**config.mk**
```make
export PLATFORM = sky130hd
export DESIGN_NAME = anc_fir_ctrl
export DESIGN_NICKNAME = d
export VERILOG_FILES = /design/src/rtl/anc_fir_ctrl.sv
export SDC_FILE = /design/constraint.sdc
export NUM_CORES = 1
export LEC_CHECK = 0
export CAP_MARGIN = 20
export CORE_AREA = 5 5 118 120
export DETAILED_ROUTE_END_ITERATION = 6
export DIE_AREA = 0 0 123 125
export PLACE_DENSITY = 0.78
export SKIP_CTS_REPAIR_TIMING = 1
export SYNTH_ARGS = -nofsm -noshare
export SYNTH_HDL_FRONTEND = slang
export SYNTH_SLANG_ARGS = --single-unit
```
**constraint.sdc**
```tcl
create_clock -name clk -period 4.9 [get_ports clk]
set_input_delay 0.98 -clock clk [delete_from_list [all_inputs] [get_ports clk]]
set_output_delay 0.98 -clock clk [all_outputs]
set_load 0.01 [all_outputs]
```
**src/rtl/anc_fir_ctrl.sv**
```systemverilog
// rtl/anc_fir_ctrl.sv - ANC FIR run controller
// Buffers one ref/err sample pair, launches the FIR, and returns its result (or 0 on timeout).
module anc_fir_ctrl #(
  parameter int TIMEOUT = 300
) (
  input  logic               clk,
  input  logic               rst_n,
  input  logic               ref_valid_i,
  input  logic signed [15:0] ref_data_i,
  output logic               ref_ready_o,
  input  logic               err_valid_i,
  input  logic signed [15:0] err_data_i,
  output logic               err_ready_o,
  input  logic signed [15:0] cfg_bias_i,
  input  logic        [3:0]  cfg_mu_shift_i,
  input  logic               adapt_en_i,
  output logic signed [15:0] x_in_o,
  output logic signed [15:0] a_in_o,
  output logic signed [15:0] weight_adjust_o,
  output logic               fir_go_o,
  input  logic               fir_done_i,
  input  logic               fir_valid_i,
  input  logic signed [15:0] fir_sample_i,
  output logic               out_valid_o,
  input  logic               out_ready_i,
  output logic signed [15:0] out_data_o,
  output logic               busy_o,
  output logic        [7:0]  overrun_cnt_o,
  output logic               timeout_flag_o,
  input  logic               clr_status_i
);

  localparam int CNT_W = $clog2(TIMEOUT + 1);

  typedef enum logic [1:0] {S_IDLE, S_GO, S_WAIT, S_OUT} state_t;

  state_t             state_q, state_d;
  logic signed [15:0] ref_buf_q, err_buf_q;
  logic               ref_full_q, err_full_q;
  logic signed [15:0] x_in_q, a_in_q, weight_q;
  logic               fir_go_q;
  logic               out_valid_q;
  logic signed [15:0] out_data_q;
  logic               busy_q;
  logic        [7:0]  overrun_q;
  logic               timeout_q;
  logic [CNT_W-1:0]   cnt_q;

  logic               ref_acc, err_acc, drop;
  logic               start, wait_hit, wait_to;
  logic signed [15:0] err_shift;
  logic        [16:0] err_neg;
  logic signed [15:0] weight_d;

  always_comb begin
    ref_acc   = ref_valid_i && !ref_full_q;
    err_acc   = err_valid_i && !err_full_q;
    drop      = (ref_valid_i && ref_full_q) || (err_valid_i && err_full_q);
    start     = (state_q == S_IDLE) && ref_full_q && err_full_q;
    wait_hit  = (state_q == S_WAIT) && fir_done_i && fir_valid_i;
    wait_to   = (state_q == S_WAIT) && !wait_hit && (cnt_q == CNT_W'(TIMEOUT - 1));
    // Negate in 17 bits so -(-32768) is visible as +32768 and can be clamped.
    err_shift = err_buf_q >>> cfg_mu_shift_i;
    err_neg   = -{err_shift[15], err_shift};
    weight_d  = 16'sd0;
    if (adapt_en_i) begin
      weight_d = (err_neg == 17'h08000) ? 16'sh7FFF : err_neg[15:0];
    end
    state_d = state_q;
    case (state_q)
      S_IDLE:  if (start) state_d = S_GO;
      S_GO:    state_d = S_WAIT;
      S_WAIT:  if (wait_hit || wait_to) state_d = S_OUT;
      S_OUT:   if (out_ready_i) state_d = S_IDLE;
      default: state_d = S_IDLE;
    endcase
  end

  always_ff @(posedge clk or negedge rst_n) begin
    if (!rst_n) begin
      state_q     <= S_IDLE;
      ref_buf_q   <= '0;
      err_buf_q   <= '0;
      ref_full_q  <= 1'b0;
      err_full_q  <= 1'b0;
      x_in_q      <= '0;
      a_in_q      <= '0;
      weight_q    <= '0;
      fir_go_q    <= 1'b0;
      out_valid_q <= 1'b0;
      out_data_q  <= '0;
      busy_q      <= 1'b0;
      overrun_q   <= '0;
      timeout_q   <= 1'b0;
      cnt_q       <= '0;
    end else begin
      state_q  <= state_d;
      busy_q   <= (state_d != S_IDLE);
      fir_go_q <= start;

      // A full buffer never accepts, so capture and the GO-edge clear cannot collide.
      if (ref_acc) begin
        ref_buf_q  <= ref_data_i;
        ref_full_q <= 1'b1;
      end else if (start) begin
        ref_full_q <= 1'b0;
      end
      if (err_acc) begin
        err_buf_q  <= err_data_i;
        err_full_q <= 1'b1;
      end else if (start) begin
        err_full_q <= 1'b0;
      end

      if (start) begin
        x_in_q   <= ref_buf_q;
        a_in_q   <= cfg_bias_i;
        weight_q <= weight_d;
        cnt_q    <= '0;
      end else if (state_q == S_WAIT) begin
        cnt_q <= cnt_q + 1'b1;
      end

      if (wait_hit) begin
        out_data_q  <= fir_sample_i;
        out_valid_q <= 1'b1;
      end else if (wait_to) begin
        out_data_q  <= '0;
        out_valid_q <= 1'b1;
      end else if (state_q == S_OUT && out_ready_i) begin
        out_valid_q <= 1'b0;
      end

      if (clr_status_i) begin
        overrun_q <= '0;
      end else if (drop && overrun_q != 8'hFF) begin
        overrun_q <= overrun_q + 8'd1;
      end

      if (clr_status_i) begin
        timeout_q <= 1'b0;
      end else if (wait_to) begin
        timeout_q <= 1'b1;
      end
    end
  end

  assign ref_ready_o     = !ref_full_q;
  assign err_ready_o     = !err_full_q;
  assign x_in_o          = x_in_q;
  assign a_in_o          = a_in_q;
  assign weight_adjust_o = weight_q;
  assign fir_go_o        = fir_go_q;
  assign out_valid_o     = out_valid_q;
  assign out_data_o      = out_data_q;
  assign busy_o          = busy_q;
  assign overrun_cnt_o   = overrun_q;
  assign timeout_flag_o  = timeout_q;

endmodule
```
==> results of run 1 <==
==> through the flow <==
stage                     worst slack, ns  hold WS [ns]
after global routing               0.2609        0.4927
after global placement            0.09200        0.4430
after detailed placement          0.03290        0.4519
final                              0.4576        0.4620
after floorplan                    0.7461        0.4348
after CTS                          0.4704        0.4660
==> cell usage in the layout, fill, tap and decap left out, types with 13 or more instances in the layout <==
master / count
buf_4: 18
mux2_2: 42
xnor2_1: 13
nor2_1: 39
nand2_1: 157
mux2i_1: 26
o21ai_0: 30
clkdlybuf4s50_1: 153
dfrtp_1: 121
clkbuf_16: 17
==> critical path: cells and delay by family <==
family                     cells  cell delay [ns]
AOI/OAI and AO/OA              4             1.05
and+or+nand+nor                5             0.92
buffers and inverters          2             0.76
muxes                          1             0.53
xor gates and xnor gates       1             0.31
adders and majority gates      1             0.17
==> synthesized netlist by cell type, drive strengths merged (4+ instances only) <==
library cell / number / area, µm²
nand3: 7 / 35.03
dfrtp: 121 / 3028
xnor2: 13 / 113.9
buf: 21 / 118.9
and3: 7 / 43.79
nor2b: 10 / 62.56
clkbuf: 19 / 71.32
nor2: 40 / 157.6
inv: 6 / 22.52
mux4: 9 / 202.7
nor3: 5 / 25.02
or3: 7 / 43.79
a221o: 12 / 121.4
nand2b: 5 / 31.28
mux2: 46 / 533.0
nand2: 157 / 589.3
o22ai: 5 / 31.28
a211o: 4 / 35.03
nand4: 6 / 37.54
nor4: 5 / 52.55
xor2: 10 / 87.58
o21ai: 32 / 160.1
mux2i: 26 / 260.3
a21oi: 13 / 68.82
==> layout make-up <==
class                      instances  share of cell area (%)
tap                              176                   2.568
inverter                           7                  0.3064
timing repair buffer             173                   19.90
clock buffer                      22                   5.530
multi-input combinational        456                   35.31
clock inverter                    10                   1.080
sequential                       121                   35.31
==> registers in the layout (all words and copies together), names as in the netlist, 2 cells and up <==
| name | flops |
|---|---|
| a_in_o | 16 |
| err_buf_q | 16 |
| out_data_o | 16 |
| ref_buf_q | 16 |
| weight_adjust_o | 16 |
| x_in_o | 16 |
| cnt_q | 9 |
| overrun_cnt_o | 8 |
| state_q | 2 |
==> where the power goes <==
group          internal [mW]  total (mW)  switching (mW)
clock network          0.737        1.20           0.460
registers               1.44        1.80           0.363
logic                   1.19        2.23            1.04
total                   3.36        5.23            1.86
==> per-layer routing <==
metal	GRT usage (%)	wire (µm)	vias up	share of wire, %
met5	0	0	-	0
met4	7.948	335	0	2.0
met3	3.975	1031	25	6.1
met2	35.96	8161	162	49
met1	29.88	7291	2616	43
li1	-	-	2476	-
==> how the worst max path moves through the flow <==
stage                      startpoint             endpoint  slack (ns)  cells past startpoint
finish              cfg_mu_shift_i[1]   weight_adjust_o[4]        0.46                     14
global route        cfg_mu_shift_i[1]   weight_adjust_o[6]        0.26                     15
CTS                 cfg_mu_shift_i[1]   weight_adjust_o[4]        0.47                     14
detailed placement  cfg_mu_shift_i[1]   weight_adjust_o[4]        0.03                     14
global placement    cfg_mu_shift_i[1]   weight_adjust_o[4]        0.09                     14
floorplan           cfg_mu_shift_i[1]  weight_adjust_o[10]        0.75                     14
==> cell families after synthesis <==
| family | share of synthesized area [%] |
|---|---|
| AND/OR/NAND/NOR | 18.48 |
| buffers and inverters | 3.456 |
| adder cells (fa/ha/maj) | 0.5995 |
| AO/OA/AOI/OAI | 9.990 |
| flip-flops | 48.35 |
| multiplexers | 15.90 |
| XOR/XNOR | 3.217 |
==> results.txt, run 1 <==
Cells after Synth - 624
DR iter-0 viols - 285
Most used DFF post-synth - dfrtp_1
Nets - 856
Die W - 123 µm
EDFF count, synth - 0
Master of the slowest instance on the critical path - clkdlybuf4s50_1
Total CTS buffers - 17
Full die area - 0.01538 mm²
Drt pass-1 iters - 5
Clock transition at path regs - 0.05 ns
FF+latch count, synth - 121
Initial antenna violation count - 0
Via density - 5.470
Worst Skew - 0.007953 ns
Period Utilization, post-route - 90.66%
Critical Path RT - 5.20 ns
CTS Sinks - 121
Reg area - 0.003028 mm²
Mapped Area - 0.006262 mm²
Reg2reg setup slack - 1.16 ns
DP Area - 0.008009 mm²
Status - completed
Ys async rst share - 100.0%
CP arrival - 4.74 ns
Layout area overhead - 36.94%
Fmax - 0.2251 GHz
Avg Synthesized Cell Area - 10.04 µm²
Syn. warnings - 0
Via count - 5279
Area of the multi-input gates - 0.003028 mm²
Overflow after GRT - 0
Final core utilization - 66.61%
Hold Path End - x_in_o[15]
Slew of the pin with the lowest slew margin - 0.9813 ns
First-pass GRT wire length - 27.43 mm
Crit. End Element - flip-flop
Syn Nets - 704
Vias in the first global route - 5358
Final Hold Viols - 0
R2r endpoint - weight_adjust_o[4]
Worst vdd ir - 0.2860 mV
Post-route cell area - 0.008576 mm²
Largest net degree at the start of global routing - 50
Routed len/inst - 17.43 µm
Cells along the critical path - clkdlybuf4s50_1 -> mux4_2 -> nor2b_1 -> a311o_1 -> nand2_1 -> ha_1 -> o21ai_0 -> a211oi_2 -> nand4_1 -> or3b_1 -> xnor2_1 -> nor4_4 -> buf_4 -> a221o_2
PwrDens - 609.5 mW/mm²
Worst Reg-to-Reg Cells - 13
Number of distinct library cells after synthesis - 62
Clock Tree Buf Depth - 2
Diodes inserted - 0
Final cell count without fillers - 965
Placer congestion estimate - 0.8594
Total track usage - 22.17%
Total wire length - 16.82 mm
Clk_lat worst skew - 0.42 ns
Rel. slew slack - 34.23%
Reg2Reg Launch Point - err_buf_q[15]
Post-DP HPWL - 12.17 mm
Rows - 42
Fillers - 1013
Ports - 155
Slowest cell delay on critical path - 0.57 ns
Initial Util - 48.64%
Setup crit start kind - primary input
# placed instances - 933
H-Tree Depth - 4
Max Slew Vio Count - 0
CTS tree - yes
Root buffer cell - clkbuf_16
DR DRC count - 0
Post-layout minimum cycle time - 4.442 ns
Die height - 125 µm
Worst-path fanout max - 15
Final Power - 5.227 mW
Setup violations, final - 0
Hold WC Path Type - flip-flop to flip-flop
P_leak - 3.737 nW
Setup TNS - 0 ns
Worst hold path startpoint - ref_buf_q[15]
Worst Hold Path Cells - 2
Critical path type - primary input to flip-flop
RSZ-0062 raised after global routing - false
Final ANT Viol Nets - 0
I/O Buffers - 154
Core Area - 0.01287 mm²
Sequential share of the synthesized area - 48.35%
Number of max-cap violations - 0
Ratio of cells with drive above 1 in the final layout - 14.96%
No activity file was read; power rests on OpenSTA's default activity.
==> inputs of run 2 (changes only) <==
CORE_AREA = 5 5 114 116   (was 5 5 118 120)
DIE_AREA = 0 0 119 121   (was 0 0 123 125)
PLACE_DENSITY = 0.83   (was 0.78)
clock period = 5.2 ns   (was 4.9 ns; I/O delays follow)
==> run 2 against run 1 <==
Clock power decreased by 6%. Highest routed layer unchanged. Largest power group unchanged. Global-route usage rose by 0.64 points. First-iteration DRC count increased by 18%. Total power down 6.4%.
==> results.txt, run 2 (same netlist as run 1, synthesis figures left out) <==
Fmax - 0.2147 GHz
I/O Buffers - 154
Final ANT Viol Nets - 0
Reg2reg setup slack - 1.33 ns
Worst-path fanout max - 15
Hold WC Path Type - flip-flop to flip-flop
CTS Sinks - 121
Initial antenna violation count - 0
Clock Tree Buf Depth - 2
Initial Util - 53.02%
Max Slew Vio Count - 0
DR iter-0 viols - 335
Post-route cell area - 0.008512 mm²
Vias in the first global route - 5329
Setup TNS - 0 ns
Worst Reg-to-Reg Cells - 13
Dpl ws - 0.1356 ns
Setup WS post-layout - 0.5419 ns
Final cell count without fillers - 931
H-Tree Depth - 4
Die W - 119 µm
DP Area - 0.007915 mm²
Routed len/inst - 17.46 µm
Worst vdd ir - 0.2884 mV
Status - completed
Final Hold Viols - 0
# placed instances - 898
Layout area overhead - 35.92%
Hold Path End - x_in_o[6]
Fillers - 862
CP arrival - 4.94 ns
Setup violations, final - 0
P_leak - 3.718 nW
Via density - 5.662
Slew of the pin with the lowest slew margin - 0.8583 ns
Die height - 121 µm
Core Area - 0.01181 mm²
Total track usage - 22.81%
Nets - 851
DR DRC count - 0
Total wire length - 16.25 mm
Overflow after GRT - 0
Number of max-cap violations - 0
Via count - 5271
RSZ-0062 raised after global routing - false
CTS tree - yes
R2r endpoint - weight_adjust_o[4]
Reg2Reg Launch Point - err_buf_q[15]
Crit. End Element - flip-flop
Root buffer cell - clkbuf_16
Most common cell after layout, fill and taps aside - nand2_1
Rows - 40
Total CTS buffers - 17
Worst Hold Path Cells - 2
Period Utilization, post-route - 89.58%
Post-layout minimum cycle time - 4.658 ns
Placer congestion estimate - 0.9418
Reg area - 0.003028 mm²
Clock transition at path regs - 0.05 ns
First-pass GRT wire length - 26.65 mm
Worst Skew - 0.009346 ns
Most frequent cells in the layout - 157 x nand2_1, 153 x clkdlybuf4s50_1, 121 x dfrtp_1
Ratio of cells with drive above 1 in the final layout - 14.54%
Largest net degree at the start of global routing - 70
Critical Path RT - 5.48 ns
Critical path type - primary input to flip-flop
Setup crit start kind - primary input
Area of the multi-input gates - 0.003028 mm²
Post-DP HPWL - 11.72 mm
Full die area - 0.01440 mm²
Diodes inserted - 0
Worst hold path startpoint - ref_buf_q[6]
Rel. slew slack - 42.78%
Drt pass-1 iters - 5
Ports - 155
PwrDens - 575.0 mW/mm²
Clk_lat worst skew - 0.40 ns
[run 2: worst max-delay path: stages]
cell and delay (ns):
clkdlybuf4s50_1 0.63, mux4_2 0.55, nor2b_1 0.14, a311o_1 0.33, nand2_1 0.09, ha_1 0.18, o21ai_0 0.12, a211oi_2 0.29
nand4_1 0.22, or3b_1 0.41, xnor2_1 0.37, nor4_4 0.07, buf_4 0.19, a221o_2 0.30
[run 2: final cells by class]
| class | count | area share, % |
|---|---|---|
| flip-flops and latches | 121 | 35.57 |
| multi-input cells | 456 | 35.57 |
| repair buffers | 168 | 19.51 |
| clock buffers | 23 | 5.850 |
| well taps | 147 | 2.161 |
| clock inverters | 9 | 1.029 |
| inverters | 7 | 0.3087 |
[run 2: stage by stage]
| step | power, mW | hold WS, ns | utilization, % |
|---|---|---|---|
| 2_1_floorplan | 2.837 | 0.4348 | - |
| 4_1_cts | 4.935 | 0.4606 | 71.97 |
| 6_report | 4.894 | 0.4612 | 72.07 |
| 5_1_grt | 5.210 | 0.4769 | 72.07 |
| 3_5_place_dp | 3.778 | 0.4507 | 67.01 |
| 3_3_place_gp | 3.692 | 0.4426 | 67.01 |
[run 2: worst max path at each step]
stage,endpoint,startpoint,cells past startpoint
after floorplan,weight_adjust_o[10],cfg_mu_shift_i[1],14
after global placement,weight_adjust_o[4],cfg_mu_shift_i[1],14
after detailed placement,weight_adjust_o[4],cfg_mu_shift_i[1],14
after CTS,weight_adjust_o[4],cfg_mu_shift_i[1],14
after global routing,weight_adjust_o[4],cfg_mu_shift_i[1],14
final,weight_adjust_o[4],cfg_mu_shift_i[1],14
[run 2: routing by layer]
metal	wire length (µm)	share of wire, %	up-vias	track usage (%)
li1	-	-	2472	-
met1	6969	43	2572	29.56
met2	7878	48	200	36.70
met3	1024	6.3	27	5.734
met4	382	2.4	0	9.413
met5	0	0	-	0
[run 2: where the power goes]
part | internal, mW | switching (mW)
sequential | 1.36 | 0.339
combinational | 1.10 | 0.971
clock | 0.722 | 0.409
total | 3.17 | 1.72
==> inputs of run 3 (changes only) <==
CORE_AREA = 5 5 118 120   (was 5 5 114 116)
DIE_AREA = 0 0 123 125   (was 0 0 119 121)
PLACE_DENSITY = 0.78   (was 0.83)
clock period = 4.3 ns   (was 5.2 ns; I/O delays follow)
==> run 3 against run 2 <==
Total power is 26% higher. Sequential share of layout area is 1.7 points lower. Highest routed layer unchanged. Cell area is 4.9% higher. Worst hold slack better by 0.0015 ns. Sequential power is 20% higher. Critical path depth is 2 higher. Clock skew is 0.00094 ns higher.
==> results.txt, run 3 (same netlist as run 1, synthesis figures left out) <==
Rel. slew slack - 36.25%
Overflow after GRT - 0
Wl on met1 - 7.264 mm
Largest net degree at the start of global routing - 77
Final Power - 6.170 mW
Post-layout minimum cycle time - 4.108 ns
Total track usage - 22.24%
RSZ-0062 raised after global routing - false
Hold WC Path Type - flip-flop to flip-flop
Nets - 904
Worst Skew - 0.01029 ns
Diodes inserted - 0
Cells along the critical path - clkdlybuf4s50_1 -> buf_4 -> mux2i_1 -> mux4_2 -> mux2i_1 -> inv_1 -> ha_1 -> o21ai_0 -> a211oi_2 -> buf_4 -> nor2_1 -> o21ai_0 -> a2111o_1 -> nor4_4 -> buf_4 -> a211o_1
Via count - 5437
Core Area - 0.01287 mm²
Die W - 123 µm
Setup violations, final - 0
Crit. End Element - flip-flop
CP arrival - 4.45 ns
Vias in the first global route - 5462
Clock Tree Buf Depth - 2
H-Tree Depth - 4
Worst vdd ir - 0.3323 mV
Period Utilization, post-route - 95.54%
Root buffer cell - clkbuf_16
CTS Sinks - 121
I/O Buffers - 154
Clk_lat worst skew - 0.41 ns
Full die area - 0.01538 mm²
Max Slew Vio Count - 0
Die height - 125 µm
Slew of the pin with the lowest slew margin - 0.9562 ns
Most common cell after layout, fill and taps aside - nand2_1
Ports - 155
Total CTS buffers - 17
Number of max-cap violations - 0
Highest metal used - met4
Drt pass-1 iters - 5
Setup crit start kind - primary input
Rows - 42
DR DRC count - 0
Metal3 WL - 1.009 mm
Dpl ws - -0.6444 ns
Critical path type - primary input to flip-flop
Most frequent cells in the layout - 157 x nand2_1, 152 x clkdlybuf4s50_1, 121 x dfrtp_1
Worst path most repeated cell - buf_4
Final Hold Viols - 0
Reg2reg setup slack - 0.70 ns
Routed len/inst - 16.81 µm
Layout area overhead - 42.60%
First-pass GRT wire length - 27.53 mm
Final ANT Viol Nets - 0
Initial antenna violation count - 0
Master of the slowest instance on the critical path - clkdlybuf4s50_1
Fillers - 1036
DR iter-0 viols - 366
Total wire length - 17.03 mm
Worst-path fanout max - 13
Status - completed
Via density - 5.367
Fmax - 0.2434 GHz
CTS tree - yes
Initial Util - 48.64%
Critical Path RT - 4.64 ns
Setup WS post-layout - 0.1919 ns
Clock transition at path regs - 0.06 ns
P_leak - 3.980 nW
Slowest cell delay on critical path - 0.63 ns
Post-DP HPWL - 12.58 mm
Ratio of cells with drive above 1 in the final layout - 20.07%
Placer congestion estimate - 0.9674
Met2 Wirelength - 8.432 mm
PwrDens - 691.0 mW/mm²
run 3: cell type report:
class,instances,area (µm²),area share [%]
clock inverters,14,138.9,1.555
multi-input cells,456,3035,33.99
repair buffers,221,2052,22.98
inverters,7,26.28,0.2942
clock buffers,18,429.2,4.806
well taps,176,220.2,2.466
flip-flops and latches,121,3028,33.91
run 3: final timing paths:
check / from / end / cells after the start
max in group asynchronous: rst_n / a_in_o[2] / 2
worst max-delay path: cfg_mu_shift_i[3] / weight_adjust_o[9] / 16
min in group asynchronous: rst_n / err_buf_q[11] / 1
worst min-delay path: ref_buf_q[6] / x_in_o[6] / 2
worst max register to register: err_buf_q[11] / weight_adjust_o[4] / 13
worst min register to register: ref_buf_q[6] / x_in_o[6] / 2
run 3: routing by layer:
metal / track usage [%] / vias up
li1: - / 2577
met1: 29.21 / 2646
met2: 37.25 / 191
met3: 4.291 / 23
met4: 6.840 / 0
met5: 0 / -
run 3: worst max-delay path: cells and delay by family:
family	cells	cell delay, ns
AO/OA/AOI/OAI	5	0.95
buffers and inverters	5	1.30
AND/OR/NAND/NOR	2	0.32
multiplexers	3	0.79
adder cells (fa/ha/maj)	1	0.22
run 3: where the power goes:
group	internal [mW]	switching, mW
Combinational	1.53	1.26
Sequential	1.64	0.380
Clock	0.809	0.550
run 3: metrics by stage:
stage | cell area [µm²] | std cells | util (%) | hold WS [ns] | TNS [ns]
after floorplan | 6262 | 624 | - | 0.4348 | 0
after global placement | 8322 | 978 | 64.64 | 0.4429 | -6.458
after detailed placement | 8322 | 978 | 64.64 | 0.4484 | -9.587
after CTS | 8890 | 1010 | 69.05 | 0.4593 | -3.140
after global routing | 8930 | 1013 | 69.36 | 0.4812 | 0
final | 8930 | 1013 | 69.36 | 0.4627 | 0
